[config.mk]
export PLATFORM = sky130hd
export DESIGN_NAME = state_table_writer
export DESIGN_NICKNAME = d
export VERILOG_FILES = /design/src/rtl/state_table_writer_pkg.sv /design/src/rtl/state_table_writer_table_ram.sv /design/src/rtl/state_table_writer.sv
export SDC_FILE = /design/constraint.sdc
export NUM_CORES = 1
export LEC_CHECK = 0
export CAP_MARGIN = 20
export CORE_MARGIN = 2
export CORE_UTILIZATION = 45
export CTS_CLUSTER_DIAMETER = 120
export DETAILED_ROUTE_END_ITERATION = 10
export GPL_ROUTABILITY_DRIVEN = 0
export HOLD_SLACK_MARGIN = 0.05
export MAX_ROUTING_LAYER = met4
export REMOVE_ABC_BUFFERS = 1
export SYNTH_ARGS = -nofsm -noshare
export SYNTH_HDL_FRONTEND = slang
export SYNTH_HIERARCHICAL = 1
export SYNTH_SLANG_ARGS = --single-unit
[constraint.sdc]
create_clock -name clk -period 3.24 [get_ports clk]
set_input_delay 0.648 -clock clk [delete_from_list [all_inputs] [get_ports clk]]
set_output_delay 0.648 -clock clk [all_outputs]
set_load 0.05 [all_outputs]
[src/rtl/state_table_writer_pkg.sv]
//------------------------------------------------------------------------------
// state_table_writer_pkg
//   Shared types and constants for the state-table programming block.
//   Revision: 1.0
//------------------------------------------------------------------------------
`default_nettype none

package state_table_writer_pkg;

  typedef enum logic [1:0] {
    IDLE  = 2'd0,
    DATA  = 2'd1,
    WRITE = 2'd2,
    ERR   = 2'd3
  } state_t;

  localparam logic [2:0] HDR_TAG     = 3'b101;
  localparam logic [7:0] CMD_COMMIT  = 8'hFF;
  localparam int         TABLE_DEPTH = 32;
  localparam int         ENTRY_W     = 6;
  localparam int         ADDR_W      = $clog2(TABLE_DEPTH);
  localparam int         CNT_W       = $clog2(TABLE_DEPTH + 1);

  function automatic logic is_header(input logic [7:0] b);
    return b[7:5] == HDR_TAG;
  endfunction

  // Data bytes carry the entry in [5:0]; the top two bits must be zero.
  function automatic logic is_data(input logic [7:0] b);
    return b[7:6] == 2'b00;
  endfunction

endpackage

`default_nettype wire

[src/rtl/state_table_writer_table_ram.sv]
//------------------------------------------------------------------------------
// table_ram
//   Table storage: one synchronous write port, one asynchronous read port.
//   Revision: 1.0
//------------------------------------------------------------------------------
`default_nettype none

module table_ram #(
  parameter int DEPTH  = 32,
  parameter int WIDTH  = 6,
  parameter int AWIDTH = $clog2(DEPTH)
) (
  input  logic              clk,
  input  logic              we,
  input  logic [AWIDTH-1:0] waddr,
  input  logic [WIDTH-1:0]  wdata,
  input  logic [AWIDTH-1:0] raddr,
  output logic [WIDTH-1:0]  rdata
);

  logic [WIDTH-1:0] r_mem [DEPTH];

  // Storage is deliberately never reset; readers qualify it with valid bits.
  always_ff @(posedge clk) begin
    if (we) begin
      r_mem[waddr] <= wdata;
    end
  end

  assign rdata = r_mem[raddr];

endmodule

`default_nettype wire

[src/rtl/state_table_writer.sv]
//------------------------------------------------------------------------------
// state_table_writer
//   Byte-stream programmer for a 32x6 next-state table with a commit marker.
//   Revision: 1.0
//------------------------------------------------------------------------------
`default_nettype none

module state_table_writer
  import state_table_writer_pkg::*;
(
  input  logic               clk,
  input  logic               res,
  input  logic               in_valid,
  input  logic [7:0]         in_data,
  output logic               in_ready,
  input  logic               clr,
  input  logic [ADDR_W-1:0]  rd_addr,
  output logic [ENTRY_W-1:0] rd_data,
  output logic               busy,
  output logic               done,
  output logic               err,
  output logic [CNT_W-1:0]   wr_count
);

  state_t                   r_state;
  logic [ADDR_W-1:0]        r_addr;
  logic [ENTRY_W-1:0]       r_entry;
  logic [TABLE_DEPTH-1:0]   r_valid;
  logic                     r_done;
  logic                     r_err;
  logic [CNT_W-1:0]         r_wr_count;

  logic                     w_accept;
  logic                     w_write;
  logic [ENTRY_W-1:0]       w_ram_rdata;

  assign in_ready = res && ((r_state == IDLE) || (r_state == DATA));
  assign w_accept = in_valid && in_ready;
  // A clear in the WRITE cycle wins, so the storage write is suppressed too.
  assign w_write  = (r_state == WRITE) && !clr;

  always_ff @(posedge clk or negedge res) begin
    if (!res) begin
      r_state    <= IDLE;
      r_addr     <= '0;
      r_entry    <= '0;
      r_valid    <= '0;
      r_done     <= 1'b0;
      r_err      <= 1'b0;
      r_wr_count <= '0;
    end else if (clr) begin
      r_state    <= IDLE;
      r_valid    <= '0;
      r_done     <= 1'b0;
      r_err      <= 1'b0;
      r_wr_count <= '0;
    end else begin
      case (r_state)
        IDLE: begin
          if (w_accept) begin
            if (is_header(in_data)) begin
              r_state <= DATA;
              r_addr  <= in_data[ADDR_W-1:0];
              r_done  <= 1'b0;
            end else if (in_data == CMD_COMMIT) begin
              r_done  <= 1'b1;
            end else begin
              r_state <= ERR;
              r_err   <= 1'b1;
              r_done  <= 1'b0;
            end
          end
        end
        DATA: begin
          if (w_accept) begin
            if (is_data(in_data)) begin
              r_state <= WRITE;
              r_entry <= in_data[ENTRY_W-1:0];
            end else begin
              r_state <= ERR;
              r_err   <= 1'b1;
              r_done  <= 1'b0;
            end
          end
        end
        WRITE: begin
          r_valid[r_addr] <= 1'b1;
          // Only first-time writes count; rewrites leave the tally alone.
          if (!r_valid[r_addr] && (r_wr_count < CNT_W'(TABLE_DEPTH))) begin
            r_wr_count <= r_wr_count + CNT_W'(1);
          end
          r_state <= IDLE;
        end
        ERR: begin
          r_state <= ERR;
        end
        default: begin
          r_state <= IDLE;
        end
      endcase
    end
  end

  table_ram #(
    .DEPTH  (TABLE_DEPTH),
    .WIDTH  (ENTRY_W),
    .AWIDTH (ADDR_W)
  ) u_table_ram (
    .clk   (clk),
    .we    (w_write),
    .waddr (r_addr),
    .wdata (r_entry),
    .raddr (rd_addr),
    .rdata (w_ram_rdata)
  );

  assign rd_data  = r_valid[rd_addr] ? w_ram_rdata : '0;
  assign busy     = (r_state != IDLE);
  assign done     = r_done;
  assign err      = r_err;
  assign wr_count = r_wr_count;

endmodule

`default_nettype wire

Word level (Yosys, flattened, before mapping)

Memories as Yosys holds them, arrays and structs flattened.
Index checks and enable logic that the tools add are counted.

Flip-flop bits (word level): 53
Bits in writable memories: 192
Input port bits: 17
Output and inout bits: 16
Word-level logic and storage cells: 81
Memories kept: 1

Memory list:

| memory            | words | width | read ports | clocked after memory_dff | wr ports | line                               | text |
|---|---|---|---|---|---|---|---|
| u_table_ram.r_mem | 32    | 6     | 1          | 0                        | 1        | state_table_writer_table_ram.sv:21 | `logic [WIDTH-1:0] r_mem [DEPTH];` |

Add/sub/neg operators: 1
Order comparisons: 4
Eq/ne operators: 11
Mux-type cells: 35
Bitwise gates (word level): 2
Reduce and logical (&&, ||, !) cells: 20

Operators with widths:

| operator                                            | count |
|---|---|
| two-way mux 32 bit                                  | 2 |
| bitwise OR 32 bit                                   | 1 |
| two-way mux 6 bit                                   | 4 |
| two-way mux 1 bit                                   | 18 |
| inequality test 3 bit, second input constant        | 5 |
| < comparator 5 x 6 -> 1 bit, second input constant  | 2 |
| AND reduction 4 bit                                 | 3 |
| binary-select mux 1 bit (select 5 bit)              | 2 |
| two-way mux 2 bit                                   | 5 |
| equality test 8 bit, second input constant          | 1 |
| case mux 2 bit (4 select lines)                     | 1 |
| adder 6 x 1 -> 6 bit, second input constant         | 1 |
| < comparator 6 bit, second input constant           | 1 |
| AND reduction 6 bit                                 | 1 |
| nonzero test 2 bit                                  | 3 |
| demux 1 bit (select 5 bit)                          | 1 |
| >= comparator 5 x 1 -> 1 bit, second input constant | 1 |
| logical AND 1 bit                                   | 5 |
| equality test 2 bit, second input constant          | 2 |
| logical NOT 2 bit                                   | 2 |
| inequality test 4 bit, second input constant        | 1 |
| case mux 1 bit (2 select lines)                     | 2 |
| equality test 3 bit, second input constant          | 1 |
| AND reduction 3 bit                                 | 1 |
| 6 further kinds                                     | 7 |

Depth between registers and ports, before layout

Depth after elaboration: 7
Gate-level depth with buffers: 8
Mapped depth without buffers: 6

Cells and area by module

Netlist, hierarchy kept.

By module, submodules not included:

| module             | instances | cells each | area each (µm²) | sequential area each (µm²) |
|---|---|---|---|---|
| table_ram          | 1         | 317        | 7469.7          | 5765.5 |
| state_table_writer | 1         | 254        | 2807.7          | 1326.3 |

Worst setup path after synthesis

No wires, ideal clock.

Kind: input-to-output
From: input rd_addr[0]
To: output rd_data[0]
Arrival time: 2.690 ns
Required time: 2.592 ns
Path slack: -0.098 ns
Cell stages on the path: 5
Buffers on the path: 1
Cell sequence: clkbuf_1 -> mux4_2 -> mux4_2 -> mux2i_1 -> nor2b_1

Cells in the longest elaborated chain, start to end: 3
Elaborated cells on any way between the ends: 4
Those cells by class: 3 x mux; 1 x memory

Ends and longest elaborated chain:

| what                                    | line                      | text |
|---|---|---|
| start, declared                         | state_table_writer.sv:17  | `input logic [ADDR_W-1:0] rd_addr,` |
| binary-select mux 1 bit (select 5 bit)  | state_table_writer.sv:117 | `assign rd_data = r_valid[rd_addr] ? w_ram_rdata : '0;` |
| two-way mux 1 bit (implied by the code) | state_table_writer.sv:117 |  |
| two-way mux 6 bit (*)                   | state_table_writer.sv:117 |  |
| end, declared                           | state_table_writer.sv:18  | `output logic [ENTRY_W-1:0] rd_data,` |

Mark *: on every way between the ends. The rest lies on a longest branch, timed or not. The select of a mux whose other input is x is not followed.

Worst setup path in the final report

From: input rd_addr[0]
To: output rd_data[0]

Elaborated cells on any way between the ends: 4
Those cells by class: 3 x mux; 1 x memory

RTL lines:

| what                     | line                      | text |
|---|---|---|
| memory read (32 x 6 bit) | --                        |  |
| via w_ram_rdata[0]       | state_table_writer.sv:35  | `logic [ENTRY_W-1:0] w_ram_rdata;` |
| two-way mux 6 bit        | state_table_writer.sv:117 |  |

The timed path passes the listed nets, and every way through them passes these cells. The select of a mux whose other input is x is not followed.

==> impl_metrics.py <==
metrics = {
    "cells_and_area": {
        "nets": 670,
        "design_area_um2": 12410,
        "area_delta_synth_final_pct": 20.72,
        "drive_gt1_share_pct": 30.95,
        "n_antenna_cell": 0,
        "fillers": 1704,
        "fin_util_pct": 55.13,
        "seq_area_um2": 7092,
        "multi_input_area_um2": 2920,
    },
    "sta": {
        "finalCritPeriodShare_pct": 99.56,
        "tightest_slew_ns": 0.6945,
        "slew_violations": 0,
        "period_needed_ns": 3.226,
        "timing.final.hold_violations": 0,
        "whs_ns": 0.3142,
        "setup_viol_count_final": 0,
        "fmax_ghz": 0.3100,
        "rsz0062_at_grt": "yes",
        "final.setup_skew_ns": 0.02091,
        "max-slew-margin-rel_pct": 53.53,
    },
    "detailed_routing": {
        "drtIter0Drc": 385,
        "vias_per_cell": 5.743,
        "wl_per_cell_um": 24.13,
        "drc": 0,
        "routed_wl_mm": 23.09,
        "vias": 5496,
        "ant_nets": 0,
        "dr.pass1.iters": 4,
    },
    "outcome": {
        "status": "finished clean",
    },
    "setup_path": {
        "worst_ep_required_time_ns": 2.59,
        "r2r_setup_slack_ns": 0.61,
        "endpoint_kind": "output pin",
        "path_class": "in -> out",
        "start_kind": "input port",
        "critPathMaxFanout": 8,
        "crit_arrival_ns": 2.58,
    },
    "clock_tree": {
        "clk_latency_ns": 0.53,
        "cts_tree": "yes",
        "h-tree-depth": 1,
        "cts_num_sinks": 245,
        "cts_made_buffers": 26,
        "cts_root_buf": "clkbuf_16",
        "postCtsSetupRepairBufs": 0,
        "path_clk_slew_ns": 0.06,
        "cts-hold-fix-buffers": 0,
        "clock_path_buffers": 3,
    },
    "floorplanning": {
        "core_area_um2": 22500,
        "ios": 33,
        "die_area_um2": 24060,
        "die_y_um": 155.1,
        "initial_utilization_pct": 45.67,
        "die_w_um": 155.1,
        "rows": 55,
    },
    "placed_design": {
        "placed_cell_area_um2": 11160,
        "io_buffer_count": 32,
        "dp_hpwl_mm": 15.08,
    },
    "pwr": {
        "p_leak_nw": 4.297,
        "ir_worst_vdd_mv": 0.3542,
        "total_power_mw": 7.275,
        "power_density_nw_per_um2": 586.4,
    },
    "synthesis": {
        "synth_ff_type": "edfxtp_1",
        "syn_inst": 571,
        "synth_area_per_cell_um2": 18.00,
        "synth-async-reset-ratio_pct": 21.63,
        "synth_seq_cells": 245,
        "yosysTopAreaCellShare_pct": 56.10,
        "synth-edff-count": 192,
        "yosysUniqueCellTypes": 44,
        "synthTopCellsByCount": "edfxtp_1 (192), mux4_2 (72), dfrtp_1 (53), nor2_1 (47), inv_1 (34)",
        "yosysTopAreaCell": "edfxtp_1",
        "synth_area_leaders": "edfxtp_1 (56%), mux4_2 (16%), dfrtp_1 (13%)",
        "ys_seq_area_share_pct": 69.00,
        "synth_area_um2": 10280,
        "yosys_warnings": 6,
        "synth.most_common_cell": "edfxtp_1",
    },
    "grt": {
        "grt_max_degree": 54,
        "grt_pass1_wl_mm": 35.12,
        "antenna_found_initial": 0,
        "grt-ovfl-total": 0,
        "grt_pass1_vias": 5804,
        "grt.total_usage_pct": 20.14,
    },
    "hold_path": {
        "hp-class": "in -> async",
    },
    "flow_run": {
        "maxCapViolCount": 0,
    },
}
[worst max-delay path, stage by stage]
cell,delay (ns)
buf_16,0.12
buf_12,0.15
mux4_2,0.56
mux4_2,0.52
mux2_4,0.28
nor2b_1,0.14
buf_6,0.15
[cell families after synthesis]
kind of cell	count (synthesis)	synth area share (%)
buf+inv	63	2.642
simple gates	106	5.600
mux	106	19.41
xor+xnor	1	0.08524
fa+ha+maj	1	0.1217
compound gates	49	3.141
flops	245	69.00
[routing by layer]
metal  up-vias  track usage, %  part of all wire [%]
li1       2439               -                     -
met1      2846           26.54                    42
met2       162           33.10                    50
met3        49           3.259                   5.5
met4         0           5.247                   2.4
met5         -               -                     0
[cells in the final DEF (no fill, tap or decap), drive strengths merged, types with 6 or more instances in the layout]
| master | instances |
|---|---|
| or3b | 6 |
| inv | 34 |
| clkbuf | 31 |
| nand3b | 9 |
| o22ai | 33 |
| mux4 | 72 |
| edfxtp | 192 |
| mux2 | 23 |
| clkdlybuf4s50 | 21 |
| nor3b | 6 |
| mux2i | 11 |
| buf | 59 |
| nor2 | 47 |
| nand2 | 7 |
| nand3 | 6 |
| clkinv | 10 |
| dfrtp | 53 |
| nor2b | 8 |
[flip-flops by register name, indices dropped and copies added (netlist names)]
signal             count
done                   1
err                    1
r_entry                6
r_state                2
r_addr                 5
r_valid               32
u_table_ram/r_mem    192
wr_count               6
[where the power goes]
part	switching [mW]	internal, mW
Combinational	0.313	0.312
Clock	1.20	1.88
Sequential	0.0944	3.48
[stage by stage]
stage	std cells	worst slack [ns]	TNS, ns
3_3_place_gp	899	-0.2230	-1.025
2_1_floorplan	542	0.4111	0
6_report	957	0.01434	0
4_1_cts	951	0.003735	0
5_1_grt	957	-0.02916	-0.09908
3_5_place_dp	899	-0.1950	-0.9523
[cell type report]
type                       instances  area share (%)
tap                              285           2.874
multi-input combinational        263           23.54
clock buffer                      31           5.718
clock inverter                    17           1.614
sequential                       245           57.16
inverter                          34           1.029
timing repair buffer              82           8.068
[final timing paths]
check / endpoint / cells past startpoint / from
max: rd_data[0] / 7 / rd_addr[0]
min: r_valid[1] / 2 / res
max reg2reg: wr_count[4] / 7 / r_addr[0]
min reg2reg: err / 2 / err
max in group asynchronous: r_entry[5] / 2 / res
min in group clk: err / 2 / err
[what timing repair did]
action | CTS | global route
endpoints found under the hold margin | 0 | 0
setup endpoints to repair | 6 | 6
gates cloned | 4 | 0
resized for setup | 19 | 2
Note: power is estimated with default switching activity, not from simulation.
